**config.mk**
```make
export PLATFORM = sky130hd
export DESIGN_NAME = jtvigil_scr2_lbuf
export DESIGN_NICKNAME = d
export VERILOG_FILES = /design/src/rtl/jtvigil_scr2_lbuf.sv
export SDC_FILE = /design/constraint.sdc
export NUM_CORES = 2
export LEC_CHECK = 0
export BUFFER_PORTS_ARGS = -buffer_cell sky130_fd_sc_hd__buf_4
export CORE_MARGIN = 5
export CORE_UTILIZATION = 68
export DETAILED_ROUTE_END_ITERATION = 10
export PLACE_DENSITY = 0.85
export SETUP_SLACK_MARGIN = 0.4
export SLEW_MARGIN = 10
export SYNTH_ARGS = -nofsm -noshare
export SYNTH_HDL_FRONTEND = slang
export SYNTH_SLANG_ARGS = --single-unit
```
**constraint.sdc**
```tcl
create_clock -name clk -period 16.6 [get_ports clk]
set_input_delay 0 -clock clk [delete_from_list [all_inputs] [get_ports clk]]
set_output_delay 0 -clock clk [all_outputs]
set_load 0.02 [all_outputs]
```
**src/rtl/jtvigil_scr2_lbuf.sv**
```systemverilog
// Vigilante scroll-2 background line renderer: fetches the next line's 4bpp
// graphics from ROM into one bank of a double line buffer while the other bank is shown.
module jtvigil_scr2_lbuf #(
    parameter int         FETCH_WORDS = 33,
    parameter logic [8:0] HSTART      = 9'd0
) (
    input  logic        clk,
    input  logic        rst_n,
    input  logic        pxl_cen,
    input  logic        hs,
    input  logic [8:0]  h,
    input  logic [8:0]  v,
    input  logic [10:0] scrpos,
    output logic [17:0] rom_addr,
    input  logic [31:0] rom_data,
    output logic        rom_cs,
    input  logic        rom_ok,
    output logic [3:0]  pxl
);
    localparam int NW = $clog2(FETCH_WORDS + 1);
    localparam int AW = NW + 4;

    typedef enum logic [1:0] {IDLE, REQ, WAIT, WRITE} state_t;

    state_t        state_q, state_d;
    logic          bank_q, bank_d;
    logic          hs_last_q, hs_last_d;
    logic [10:0]   scr_q, scr_d;
    logic [7:0]    vn_q, vn_d;
    logic [NW-1:0] n_q, n_d;
    logic [2:0]    k_q, k_d;
    logic          wait_first_q, wait_first_d;
    logic [31:0]   data_q, data_d;
    logic          rom_cs_q, rom_cs_d;
    logic [17:0]   rom_addr_q, rom_addr_d;
    logic [3:0]    pxl_q, pxl_d;

    logic          line_start;
    logic [7:0]    col;
    logic [AW-1:0] wr_a;
    logic          wr_en;
    logic [3:0]    wr_nib;
    logic [8:0]    hr;
    logic          unused_vmsb;

    logic [3:0] mem [0:511];

    assign unused_vmsb = v[8];
    assign line_start  = hs & ~hs_last_q;
    // Column of word n: (scr + 8n) >> 3, which wraps naturally at 2048 pixels
    assign col    = scr_q[10:3] + 8'(n_q);
    assign wr_a   = {1'b0, n_q, k_q} - AW'(scr_q[2:0]);
    assign wr_nib = data_q[{k_q, 2'b00} +: 4];
    assign hr     = h - HSTART;

    always_comb begin
        state_d      = state_q;
        bank_d       = bank_q;
        hs_last_d    = hs;
        scr_d        = scr_q;
        vn_d         = vn_q;
        n_d          = n_q;
        k_d          = k_q;
        wait_first_d = wait_first_q;
        data_d       = data_q;
        rom_cs_d     = rom_cs_q;
        rom_addr_d   = rom_addr_q;
        wr_en        = 1'b0;
        if (line_start) begin
            // A new line always wins, aborting any fetch still in flight
            bank_d   = ~bank_q;
            scr_d    = scrpos;
            vn_d     = v[7:0] + 8'd1;
            n_d      = '0;
            k_d      = '0;
            rom_cs_d = 1'b0;
            state_d  = REQ;
        end else begin
            case (state_q)
                REQ: begin
                    rom_addr_d   = {2'b00, col, vn_q};
                    rom_cs_d     = 1'b1;
                    wait_first_d = 1'b1;
                    state_d      = WAIT;
                end
                WAIT: begin
                    wait_first_d = 1'b0;
                    // rom_ok on the first cycle may still refer to the old address
                    if (!wait_first_q && rom_ok) begin
                        data_d   = rom_data;
                        rom_cs_d = 1'b0;
                        k_d      = '0;
                        state_d  = WRITE;
                    end
                end
                WRITE: begin
                    wr_en = (wr_a[AW-1:8] == '0);
                    k_d   = k_q + 3'd1;
                    if (k_q == 3'd7) begin
                        n_d     = n_q + 1'b1;
                        state_d = (n_q == NW'(FETCH_WORDS - 1)) ? IDLE : REQ;
                    end
                end
                default: state_d = IDLE;
            endcase
        end
    end

    always_comb begin
        pxl_d = pxl_q;
        if (pxl_cen) begin
            pxl_d = hr[8] ? 4'd0 : mem[{~bank_q, hr[7:0]}];
        end
    end

    always_ff @(posedge clk) begin
        if (wr_en) begin
            mem[{bank_q, wr_a[7:0]}] <= wr_nib;
        end
    end

    always_ff @(posedge clk or negedge rst_n) begin
        if (!rst_n) begin
            state_q      <= IDLE;
            bank_q       <= 1'b0;
            hs_last_q    <= 1'b0;
            scr_q        <= '0;
            vn_q         <= '0;
            n_q          <= '0;
            k_q          <= '0;
            wait_first_q <= 1'b0;
            data_q       <= '0;
            rom_cs_q     <= 1'b0;
            rom_addr_q   <= '0;
            pxl_q        <= '0;
        end else begin
            state_q      <= state_d;
            bank_q       <= bank_d;
            hs_last_q    <= hs_last_d;
            scr_q        <= scr_d;
            vn_q         <= vn_d;
            n_q          <= n_d;
            k_q          <= k_d;
            wait_first_q <= wait_first_d;
            data_q       <= data_d;
            rom_cs_q     <= rom_cs_d;
            rom_addr_q   <= rom_addr_d;
            pxl_q        <= pxl_d;
        end
    end

    assign rom_cs   = rom_cs_q;
    assign rom_addr = rom_addr_q;
    assign pxl      = pxl_q;
endmodule

```
==> flow_metrics.env <==
export IMPL_synthArstFlopShare=0.0403
export IMPL_ant_nets=0
export IMPL_setup_slack_ns=10.93
export IMPL_postSynthAreaPerCell_um2=19.0
export IMPL_post_dp_hpwl_mm=121
export IMPL_initial_core_util=0.682
export IMPL_critPathArrivalTime_ns=6.38
export IMPL_cts_tree="yes"
export IMPL_grt_pass1_wl_mm=338
export IMPL_ioPinCount=89
export IMPL_synth_main_ff_cell="edfxtp_1"
export IMPL_htreeDepth=4
export IMPL_hold_viol_final=0
export IMPL_syn_area_um2=85400
export IMPL_vias=48400
export IMPL_worst_pin_slew_ns=1.45
export IMPL_fp_dieH_um=364
export IMPL_cts_resized=0
export IMPL_port_buffers=85
export IMPL_viasPerCell=7.44
export IMPL_finish_net_count=4761
export IMPL_synth_top_area_cell="edfxtp_1"
export IMPL_slew_headroom=0.0314
export IMPL_worst_ir_drop_vdd_uv=256
export IMPL_whs_ns=0.104
export IMPL_clk_path_buf_depth=3
export IMPL_ys_top_cells_by_area="edfxtp_1 72%, mux4_2 12%, dfrtp_1 2.5%, nor2_1 2.5%, mux2i_1 2.1%"
export IMPL_maxSlewViolCount=0
export IMPL_syn_inst=4491
export IMPL_grt_start_max_net_pins=269
export IMPL_ys_warn_count=0
export IMPL_setup_tns_ns=0
export IMPL_period_needed_ns=5.67
export IMPL_ys_seq_area_frac=0.745
export IMPL_p_per_area_nw_per_um2=150
export IMPL_nFillCells=5931
export IMPL_pre_cts_slack_ns=10.49
export IMPL_p_leak_nw=30.2
export IMPL_grt_setup_unrepaired="no"
export IMPL_regArea_um2=63700
export IMPL_fin_worst_skew_ns=0.0383
export IMPL_cts_root_buf="clkbuf_16"
export IMPL_synth_top_area_share=0.720
export IMPL_syn_to_final_growth_pct=10.7
export IMPL_period_share=0.342
export IMPL_hp_class="input port to flip-flop"
export IMPL_grt_util_all_layers=0.356
export IMPL_synth_seq_cells=2134
export IMPL_path_max_fanout=114
export IMPL_drt_iter0_markers=8557
export IMPL_dr_pass1_iters=8
export IMPL_grt_pass1_vias=49700
export IMPL_grt_ovfl_total=0
export IMPL_die_w_um=364
export IMPL_drt_wirelength_per_cell_um=35.8
export IMPL_clock_sinks=2134
export IMPL_cp_end_kind="flip-flop"
export IMPL_start_kind="input port"
export IMPL_drv_cap=0
export IMPL_wl_mm=233
export IMPL_setup_viol=0
export IMPL_coreArea_um2=125000
export IMPL_clock_latency_ns=0.84
export IMPL_gp_congestion=0.851
export IMPL_std_cell_rows=130
export IMPL_numCtsBuffers=195
export IMPL_path_class="input port to flip-flop"
export IMPL_grt_antenna_before_repair=12
export IMPL_crit_required_ns=17.31
export IMPL_outcome="finished clean"
export IMPL_clk_pin_slew_ns=0.07
export IMPL_synth_edff_count=2048
export IMPL_yosysUniqueCellTypes=80
export IMPL_multi_input_area_um2=20100
export IMPL_drc=0
export IMPL_dieArea_um2=133000
export IMPL_fmax_ghz=0.176
export IMPL_drive_gt1_frac=0.200
flip-flops by register name (all words and copies together) (netlist names), 2 cells and up:
signal,flops
data_q,32
k_q,3
vn_q,8
n_q,6
scr_q,11
pxl,4
mem,2048
rom_addr,16
state_q,2
power breakdown:
group	total (mW)	switching [mW]	internal [mW]
clock network	4.46	2.01	2.45
registers	7.44	0.0732	7.37
logic	2.28	1.87	0.405
per-layer routing:
layer / vias up / share of wire / track usage
met1: 23900 / 0.31 / 0.459
met3: 1136 / 0.15 / 0.109
li1: 18400 / - / -
met5: - / 0.00061 / 0
met4: 18 / 0.070 / 0.194
met2: 4829 / 0.47 / 0.555
kinds of logic after synthesis:
| family | synth area share |
|---|---|
| muxes | 0.149 |
| adders and majority gates | 0.00311 |
| and+or+nand+nor | 0.0448 |
| other | 0.0000439 |
| DFF | 0.745 |
| AOI/OAI and AO/OA | 0.0333 |
| xor gates and xnor gates | 0.00297 |
| buffers and inverters | 0.0217 |
Yosys cell counts, types with 17 or more instances:
library cell	instances
edfxtp_1	2048
nor2_1	564
mux4_2	442
nand2_1	197
mux2i_1	179
clkbuf_1	107
a22oi_1	99
buf_2	89
dfrtp_1	86
a21oi_1	50
o21ai_0	48
mux2_2	46
o221ai_1	37
buf_4	36
buf_6	34
nand3_1	30
inv_1	25
o22ai_1	23
a211oi_1	22
nor2b_1	22
nor3_1	22
ha_1	18
xnor2_1	18
mux4_1	17
worst paths after layout:
check                      depth (start not counted)           startpoint  slack (ns)                      to
min in group asynchronous                          4                rst_n        0.56  data_q[17]$_DFFE_PN0P_
max                                               12                 h[0]       10.93      pxl[2]$_DFFE_PN0P_
min reg2reg                                        2  vn_q[6]$_DFFE_PN0P_        0.49     vn_q[6]$_DFFE_PN0P_
max reg2reg                                       10   k_q[0]$_DFFE_PN0P_       11.29   mem[145][0]$_DFFE_PP_
max in group asynchronous                          4                rst_n       15.19  data_q[19]$_DFFE_PN0P_
min                                                4                 v[5]        0.10     vn_q[5]$_DFFE_PN0P_
stage by stage:
step | power [mW] | instance area (µm²) | util | cells
finish | 14.2 | 94500 | 0.755 | 6501
detailed placement | 9.64 | 87200 | 0.696 | 6016
global route | 14.5 | 94500 | 0.755 | 6494
floorplan | 8.95 | 85400 | - | 4492
global placement | 9.49 | 87200 | 0.696 | 6016
CTS | 14.0 | 94500 | 0.754 | 6491
worst max-delay path: stages:
cell and delay [ns]:
buf_8 0.60, buf_4 0.73, buf_4 0.76, buf_12 0.72, buf_4 0.82, mux4_2 0.62
a22oi_1 0.38, nand3_1 0.26, and4_1 0.34, nand4_1 0.14, o221ai_2 0.10, dlygate4sd3_1 0.59
layout make-up:
type | instances | area share
sequential | 2134 | 0.673
multi-input combinational | 2043 | 0.212
clock buffer | 255 | 0.0552
timing repair buffer | 274 | 0.0256
tap | 1650 | 0.0218
clock inverter | 109 | 0.0102
inverter | 27 | 0.00107
antenna | 9 | 0.000238
layout by cell type, fill, tap and decap left out, types with 42 or more instances in the layout:
cell type / synthesis / final
clkbuf_16: 0 / 199
dfrtp_1: 86 / 86
dlygate4sd3_1: 0 / 111
mux2i_1: 179 / 179
edfxtp_1: 2048 / 2048
mux4_2: 442 / 442
buf_4: 36 / 156
clkbuf_1: 107 / 53
a22oi_1: 99 / 99
clkinv_1: 1 / 47
o21ai_0: 48 / 48
nand2_1: 197 / 180
nor2_1: 564 / 557
a21oi_1: 50 / 50
mux2_2: 46 / 42
repair_timing:
action | CTS | global route
hold buffers | 111 | 0
buffers inserted | 0 | 0
hold endpoints to repair | 157 | 0
Note: power is estimated with default switching activity, not from simulation.
